--- src/rtl/triumph_id_stage_pipe.sv ---
// RV32I decode stage: field/immediate decode, operand forwarding from EX/WB,
// load-use hazard stall, and a registered valid/ready output bundle.
module triumph_id_stage_pipe #(
    parameter int XLEN  = 32,
    parameter int NREG  = 32,
    parameter int CNT_W = 16,
    localparam int REG_W = $clog2(NREG)
) (
    input  logic             clk_i,
    input  logic             rst_i,
    input  logic             instr_valid_i,
    output logic             instr_ready_o,
    input  logic [31:0]      instr_data_i,
    input  logic [XLEN-1:0]  instr_pc_i,
    input  logic             flush_i,
    output logic [REG_W-1:0] rs1_addr_o,
    input  logic [XLEN-1:0]  rs1_data_i,
    output logic [REG_W-1:0] rs2_addr_o,
    input  logic [XLEN-1:0]  rs2_data_i,
    input  logic             ex_rd_we_i,
    input  logic [REG_W-1:0] ex_rd_addr_i,
    input  logic [XLEN-1:0]  ex_rd_data_i,
    input  logic             ex_is_load_i,
    input  logic             wb_rd_we_i,
    input  logic [REG_W-1:0] wb_rd_addr_i,
    input  logic [XLEN-1:0]  wb_rd_data_i,
    output logic             id_valid_o,
    input  logic             id_ready_i,
    output logic [XLEN-1:0]  op1_o,
    output logic [XLEN-1:0]  op2_o,
    output logic [XLEN-1:0]  imm_o,
    output logic [XLEN-1:0]  pc_o,
    output logic [XLEN-1:0]  store_data_o,
    output logic [REG_W-1:0] rd_addr_o,
    output logic             rd_we_o,
    output logic [6:0]       opcode_o,
    output logic [2:0]       funct3_o,
    output logic [6:0]       funct7_o,
    output logic [2:0]       instr_type_o,
    output logic [CNT_W-1:0] stall_cnt_o
);

    typedef enum logic [2:0] {
        T_R   = 3'd0,
        T_I   = 3'd1,
        T_S   = 3'd2,
        T_B   = 3'd3,
        T_U   = 3'd4,
        T_J   = 3'd5,
        T_ILL = 3'd7
    } itype_e;

    localparam logic [6:0] OP_LUI   = 7'b0110111;
    localparam logic [6:0] OP_AUIPC = 7'b0010111;
    localparam logic [6:0] OP_JAL   = 7'b1101111;

    logic [6:0]       opcode;
    logic [REG_W-1:0] rs1, rs2, rd;
    itype_e           itype;
    logic signed [31:0] imm32;
    logic [XLEN-1:0]  imm_x, rs1_fwd, rs2_fwd, op1_d, op2_d;
    logic             rs1_used, rs2_used, hazard, fire_in, rd_we_d;

    assign opcode     = instr_data_i[6:0];
    assign rd         = REG_W'(instr_data_i[11:7]);
    assign rs1        = REG_W'(instr_data_i[19:15]);
    assign rs2        = REG_W'(instr_data_i[24:20]);
    assign rs1_addr_o = rs1;
    assign rs2_addr_o = rs2;

    // NOTE: every variable driven from always_comb gets a default first so no latch is inferred.
    always_comb begin
        itype = T_ILL;
        case (opcode)
            7'b0110011:                         itype = T_R;
            7'b0010011, 7'b0000011, 7'b1100111: itype = T_I;
            7'b0100011:                         itype = T_S;
            7'b1100011:                         itype = T_B;
            OP_LUI, OP_AUIPC:                   itype = T_U;
            OP_JAL:                             itype = T_J;
            default:                            itype = T_ILL;
        endcase
    end

    always_comb begin
        imm32 = '0;
        case (itype)
            T_I: imm32 = {{20{instr_data_i[31]}}, instr_data_i[31:20]};
            T_S: imm32 = {{20{instr_data_i[31]}}, instr_data_i[31:25], instr_data_i[11:7]};
            T_B: imm32 = {{19{instr_data_i[31]}}, instr_data_i[31], instr_data_i[7],
                          instr_data_i[30:25], instr_data_i[11:8], 1'b0};
            T_U: imm32 = {instr_data_i[31:12], 12'b0};
            T_J: imm32 = {{11{instr_data_i[31]}}, instr_data_i[31], instr_data_i[19:12],
                          instr_data_i[20], instr_data_i[30:21], 1'b0};
            default: imm32 = '0;
        endcase
    end

    // Signed size cast sign-extends the 32-bit immediate to the datapath width.
    assign imm_x = XLEN'(imm32);

    function automatic logic [XLEN-1:0] fwd(input logic [REG_W-1:0] a,
                                            input logic [XLEN-1:0]  rf);
        if (a == '0)
            return '0;
        else if (ex_rd_we_i && !ex_is_load_i && ex_rd_addr_i == a)
            return ex_rd_data_i;
        else if (wb_rd_we_i && wb_rd_addr_i == a)
            return wb_rd_data_i;
        else
            return rf;
    endfunction

    assign rs1_fwd = fwd(rs1, rs1_data_i);
    assign rs2_fwd = fwd(rs2, rs2_data_i);

    assign rs1_used = (itype == T_R) || (itype == T_I) || (itype == T_S) || (itype == T_B);
    assign rs2_used = (itype == T_R) || (itype == T_S) || (itype == T_B);

    assign hazard = instr_valid_i && ex_is_load_i && ex_rd_we_i && (ex_rd_addr_i != '0) &&
                    ((rs1_used && rs1 == ex_rd_addr_i) || (rs2_used && rs2 == ex_rd_addr_i));

    assign instr_ready_o = (!id_valid_o || id_ready_i) && !hazard;
    assign fire_in       = instr_valid_i && instr_ready_o && !flush_i;

    always_comb begin
        op1_d = '0;
        op2_d = imm_x;
        case (itype)
            T_R, T_B: begin op1_d = rs1_fwd; op2_d = rs2_fwd; end
            T_I, T_S: op1_d = rs1_fwd;
            T_J:      op1_d = instr_pc_i;
            T_U:      op1_d = (opcode == OP_AUIPC) ? instr_pc_i : '0;
            default:  op1_d = '0;
        endcase
    end

    assign rd_we_d = (rd != '0) &&
                     ((itype == T_R) || (itype == T_I) || (itype == T_U) || (itype == T_J));

    // NOTE: sequential state uses non-blocking assignments; reset is asynchronous so a
    // reset mid-stall clears the bundle without waiting for an edge.
    always_ff @(posedge clk_i or posedge rst_i) begin
        if (rst_i) begin
            id_valid_o   <= 1'b0;
            op1_o        <= '0;
            op2_o        <= '0;
            imm_o        <= '0;
            pc_o         <= '0;
            store_data_o <= '0;
            rd_addr_o    <= '0;
            rd_we_o      <= 1'b0;
            opcode_o     <= '0;
            funct3_o     <= '0;
            funct7_o     <= '0;
            instr_type_o <= '0;
            stall_cnt_o  <= '0;
        end else begin
            id_valid_o <= !flush_i && (fire_in || (id_valid_o && !id_ready_i));
            if (fire_in) begin
                op1_o        <= op1_d;
                op2_o        <= op2_d;
                imm_o        <= imm_x;
                pc_o         <= instr_pc_i;
                store_data_o <= rs2_fwd;
                rd_addr_o    <= rd;
                rd_we_o      <= rd_we_d;
                opcode_o     <= opcode;
                funct3_o     <= instr_data_i[14:12];
                funct7_o     <= instr_data_i[31:25];
                instr_type_o <= itype;
            end
            // A flush outranks the hazard, so a flushed stall cycle is not counted.
            if (hazard && !flush_i && stall_cnt_o != '1)
                stall_cnt_o <= stall_cnt_o + 1'b1;
        end
    end

endmodule

--- config.mk ---
export PLATFORM = sky130hd
export DESIGN_NAME = triumph_id_stage_pipe
export DESIGN_NICKNAME = d
export VERILOG_FILES = /design/src/rtl/triumph_id_stage_pipe.sv
export SDC_FILE = /design/constraint.sdc
export NUM_CORES = 1
export LEC_CHECK = 0
export CAP_MARGIN = 25
export CORE_AREA = 4 4 162 164
export CTS_BUF_LIST = sky130_fd_sc_hd__clkbuf_8
export CTS_CLUSTER_DIAMETER = 200
export CTS_CLUSTER_SIZE = 20
export DETAILED_ROUTE_END_ITERATION = 10
export DIE_AREA = 0 0 166 168
export HOLD_SLACK_MARGIN = 0.15
export PLACE_DENSITY = 0.84
export SETUP_SLACK_MARGIN = 0.05
export SLEW_MARGIN = 20
export SYNTH_ARGS = -nofsm -noshare
export SYNTH_HDL_FRONTEND = slang
export SYNTH_SLANG_ARGS = --single-unit
--- constraint.sdc ---
create_clock -name clk_i -period 16.7 [get_ports clk_i]
set_clock_uncertainty 0.1 [all_clocks]
set_input_delay 3.34 -clock clk_i [delete_from_list [all_inputs] [get_ports clk_i]]
set_output_delay 3.34 -clock clk_i [all_outputs]
set_load 0.005 [all_outputs]
======== Word-level counts from Yosys, hierarchy flattened ========
Index checks and enable logic that the tools add are counted.
word-level totals
  register bits after elaboration ......... 203
  input port bits ......................... 210
  output and inout port bits .............. 214
  word-level logic and storage cells ...... 89
operators by class
  add/subtract/negate cells ............... 1
  equal/unequal tests ..................... 21
  muxes and demuxes ....................... 11
  reduce and logical (&&, ||, !) cells .... 43
operator list
  kind                                            count
  2-to-1 mux 32 bit                               8
  case mux 32 bit (5 select lines)                1
  case mux 32 bit (3 select lines)                1
  == test 5 bit                                   6
  == test 7 x 6 -> 1 bit (second input constant)  3
  == test 7 bit (second input constant)           3
  logical AND 1 bit                               19
  case mux 3 bit (6 select lines)                 1
  adder 16 x 1 -> 16 bit (second input constant)  1
  inequality test 16 bit (second input constant)  1
  == test 7 x 5 -> 1 bit (second input constant)  2
  logical NOT 5 bit                               2
  logical OR 1 bit                                10
  nonzero test 5 bit                              2
  == test 7 x 2 -> 1 bit (second input constant)  1
  == test 3 x 2 -> 1 bit (second input constant)  2
  == test 3 bit (second input constant)           2
  logical NOT 1 bit                               5
  OR reduction 2 bit                              2
  OR reduction 4 bit                              1
  == test 3 x 1 -> 1 bit (second input constant)  1
  logical NOT 3 bit                               1
  OR reduction 3 bit                              1

======== Depth between registers and ports, before layout ========
  depth in word-level cells ............... 16
  gate-level depth with buffers ........... 16
  mapped depth without buffers ............ 11

======== Worst setup path before layout ========
Ideal clock, no wire load.
  kind .................................... input to output
  start point ............................. in instr_data_i[2]
  end point ............................... out instr_ready_o
  data arrival time ....................... 5,693 ps
  data required time ...................... 13,260 ps
  setup slack ............................. 7,567 ps
  stages on the path ...................... 11
  buffers on the path ..................... 2
  cells stage by stage .................... buf_2 > and4b_1 > and4_1 > or2_2 > inv_1 > ha_1 > clkbuf_1 > a31oi_1 > o31a_1 > o221a_4 > a21oi_1
between the ends
  longest elaborated chain between the ends .. 12
  elaborated cells on any way between the ends .. 27
  those cells by class .................... 12 x eq/ne; 1 x mux; 14 x reduce/logical
ends and longest elaborated chain
  item                                                                line      source
  start, declared                                                     13        input logic [31:0] instr_data_i,
  == test 7 x 5 -> 1 bit (tied with other cells)                      74        case (opcode)
  OR reduction 3 bit / OR reduction 2 bit (equally long branches)     74
  case mux 3 bit (6 select lines) *                                   74
  == test 3 x 1 -> 1 bit / logical NOT 3 bit (equally long branches)  117, 118
  logical OR 1 bit (3 in a row)                                       117       assign rs1_used = (itype == T_R) || (itype == T_I) || (itype == T_S) || (itype == T_B);
  logical AND 1 bit                                                   121       ((rs1_used && rs1 == ex_rd_addr_i) || (rs2_used && rs2 == ex_rd_addr_i));
  logical OR 1 bit *                                                  121
  logical AND 1 bit *                                                 120       assign hazard = instr_valid_i && ex_is_load_i && ex_rd_we_i && (ex_rd_addr_i != '0) &&
  logical NOT 1 bit *                                                 123       assign instr_ready_o = (!id_valid_o || id_ready_i) && !hazard;
  logical AND 1 bit *                                                 123
  end, declared                                                       12        output logic instr_ready_o,
Every way passes the cells marked *; elsewhere a longest branch is shown, timed or not.

======== Final worst setup path ========
Ends and elaborated chain as after synthesis.

==> out/qor.txt <==
Run status: completed
Dominant synthesized flop cell: dfrtp_1
Post-route ant nets: 0
Register Area: 5080 sq um
CP max FO: 10
Worst EP required: 13260 ps
Leakage: 6.65 nW
Peak Freq: 96.0 MHz
Largest net degree at the start of global routing: 133
Synth area leaders: dfrtp_1 48%, nand2_1 15%, a21oi_1 4.1%
Register area share after synthesis: 47.8%
Pre-antenna DRT Iters: 8
Fraction of layout cells with a size suffix above 1: 3.81%
Data arrival, critical path: 6980 ps
FF-to-FF Start: id_valid_o
Crit path top cell by count: clkdlybuf4s50_1
Yosys warning count: 0
Setup violations, final: 0
Seq cells post-synth: 203
Crit path capture: instr_ready_o
Max_cap viols: 0
Starting Density: 42.7%
Crit. End Element: output port
Post-CTS Setup Inserts: 0
Post-route minimum period: 10420 ps
# hold bufs at CTS: 0
Mapped Cells: 1279
DIE HEIGHT: 168 um
Vias per cell: 5.56
DRC: 0
Post-DP Area: 14900 sq um
Reg2reg end: op1_o[10]
Core ar.: 24900 sq um
Final instance area: 15200 sq um
Wirelength per Cell: 21.3 um
Max_slew headroom: 28.0%
CTS Sinks: 203
Final HPWL DP: 31.0 mm
Clk_lat worst skew: 520 ps
Share of the synthesized area in the top cell type: 47.8%
Wirelength, routed: 41.9 mm
Final Max Slew Viols: 0
Final period utilization: 62.4%
Detailed router's first-iteration violation count: 953
Setup TNS: 0 ps
Area grow syn2layout: 43.3%
Multi-input logic area: 5050 sq um
Reg2reg path depth: 7
CP startpoint kind: primary input
RSZ-0062 raised after global routing: no
Global route total overflow: 0
Cell taking the most area after synthesis: dfrtp_1
Antenna violations before repair: 7
Row cnt: 58
Flop2flop setup slack: 13350 ps
Netlist cell types: 57
H-tree depth: 1
CTS root buffer: clkbuf_8
CP max stage delay: 560 ps
Num CTS Buffers: 14
Fin nets: 1842
Fill cells: 2119
CP startpoint: instr_data_i[2]
PortBufs: 423
# IOs: 424
Worst path slowest cell: clkdlybuf4s50_1
Share of flip-flops with an asynchronous set or reset: 100%
GP Congestion: 0.907
CTS clk-pin slew, worst paths: 110 ps
Min-Delay Path Class: register to register
Hold Fails Final Rpt: 0
TritonCTS clock tree: done
Number of enable flip-flop cells after synthesis: 0
Synthesized area per cell: 8.30 sq um
Gr usage total: 28.5%
Max clock buf depth: 3
Critical Setup Path Class: primary input to output port
Syn Nets: 1492
Synthesized area: 10600 sq um
Min Hold Slack: 378 ps
Pwr/cell area: 73.8 nW/um^2
Max VDD drop: 0.0000906 V
Least-Margin Pin Slew: 1080 ps
First-pass GRT wire length: 63.3 mm
Vias in the first global route: 10814
Die footprint: 27900 sq um
Crit path cell chain: clkdlybuf4s50_1 -> and4b_1 -> and4_1 -> or2_2 -> inv_1 -> ha_1 -> a31oi_1 -> o31a_1 -> o221a_4 -> a21oi_1 -> clkdlybuf4s50_1
Post-CTS Resized: 0
Die width: 166 um
Routed vias: 10929
critical path: cells and delay by family:
| kind | cells | cell delay [ps] |
|---|---|---|
| AOI/OAI and AO/OA | 4 | 1060 |
| buffers and inverters | 3 | 1310 |
| adders and majority gates | 1 | 410 |
| and+or+nand+nor | 3 | 850 |
placed cells by master, fill, tap and decap left out, drive strengths merged, types with 20 or more instances in the layout:
cell type / n
a211oi: 20
a21oi: 86
a31oi: 39
clkdlybuf4s50: 423
dfrtp: 203
mux2i: 33
nand2: 432
nor2: 69
o211ai: 32
o21ai: 97
xor2: 30
sequential cells by signal, summed over array words and instances, names as in the netlist:
| signal | flops |
|---|---|
| opcode_o | 7 |
| rd_addr_o | 5 |
| funct7_o | 7 |
| id_valid_o | 1 |
| rd_we_o | 1 |
| funct3_o | 3 |
| stall_cnt_o | 16 |
| store_data_o | 32 |
| pc_o | 32 |
| instr_type_o | 3 |
| op2_o | 32 |
| op1_o | 32 |
| imm_o | 32 |
cells by family after synthesis:
kind of cell	share of synthesized area, %
adders and majority gates	0.353
DFF	47.8
AOI/OAI and AO/OA	17.5
and+or+nand+nor	23.0
muxes	3.22
buffers and inverters	5.14
xor gates and xnor gates	2.97
final cells by class:
| cell class | instances | share of cell area [%] |
|---|---|---|
| inverter | 6 | 0.197 |
| multi-input combinational | 962 | 33.2 |
| clock buffer | 15 | 1.36 |
| clock inverter | 1 | 0.132 |
| sequential | 203 | 33.4 |
| antenna | 5 | 0.0822 |
| timing repair buffer | 442 | 28.9 |
| tap | 330 | 2.71 |
report_power, final:
group          switching [W]  total [W]  internal [W]  leakage, nW
Sequential         0.0000283   0.000569      0.000540         2.60
Clock               0.000166   0.000251     0.0000851        0.118
Combinational       0.000137   0.000303      0.000166         3.93
worst min-delay path by stage:
stage | startpoint | endpoint | cells after the start
floorplan | imm_o[10] | imm_o[10] | 2
global placement | imm_o[9] | imm_o[9] | 2
detailed placement | imm_o[7] | imm_o[7] | 2
CTS | imm_o[7] | imm_o[7] | 2
global route | imm_o[7] | imm_o[7] | 2
finish | imm_o[7] | imm_o[7] | 2
layer usage:
layer	vias to the layer above	share of wire [%]	wire [um]	track usage (%)
met1	5234	40	16900	36.8
met4	4	4.3	1820	11.3
li1	5026	-	-	-
met3	96	9.3	3880	7.49
met5	-	0.060	25	0
met2	569	46	19200	46.0
cell usage after synthesis (4+ instances only):
cell / count
a22oi_1: 4
mux2i_1: 33
nand2_1: 432
o21ai_1: 15
xor2_1: 30
a31oi_1: 39
nor2_1: 68
nor4_1: 10
buf_2: 49
a211oi_1: 20
or3_1: 8
a21oi_1: 86
o211ai_1: 32
and3_1: 5
inv_1: 6
xnor2_1: 6
buf_4: 11
o21ai_0: 82
clkbuf_1: 46
o31ai_2: 5
nand3_1: 19
dfrtp_1: 203
a221oi_1: 6
nor3_1: 14
stage by stage:
| step | worst slack [ps] | cells | util, % | total power [W] |
|---|---|---|---|---|
| final | 6280 | 1964 | 61.1 | 0.00112 |
| after global routing | 6130 | 1964 | 61.1 | 0.00118 |
| after CTS | 6360 | 1957 | 60.9 | 0.00113 |
| after detailed placement | 6360 | 1941 | 60.0 | 0.000879 |
| after global placement | 6450 | 1941 | 60.0 | 0.000872 |
| after floorplan | 7570 | 1279 | - | 0.000676 |
Note: power is estimated with default switching activity, not from simulation.
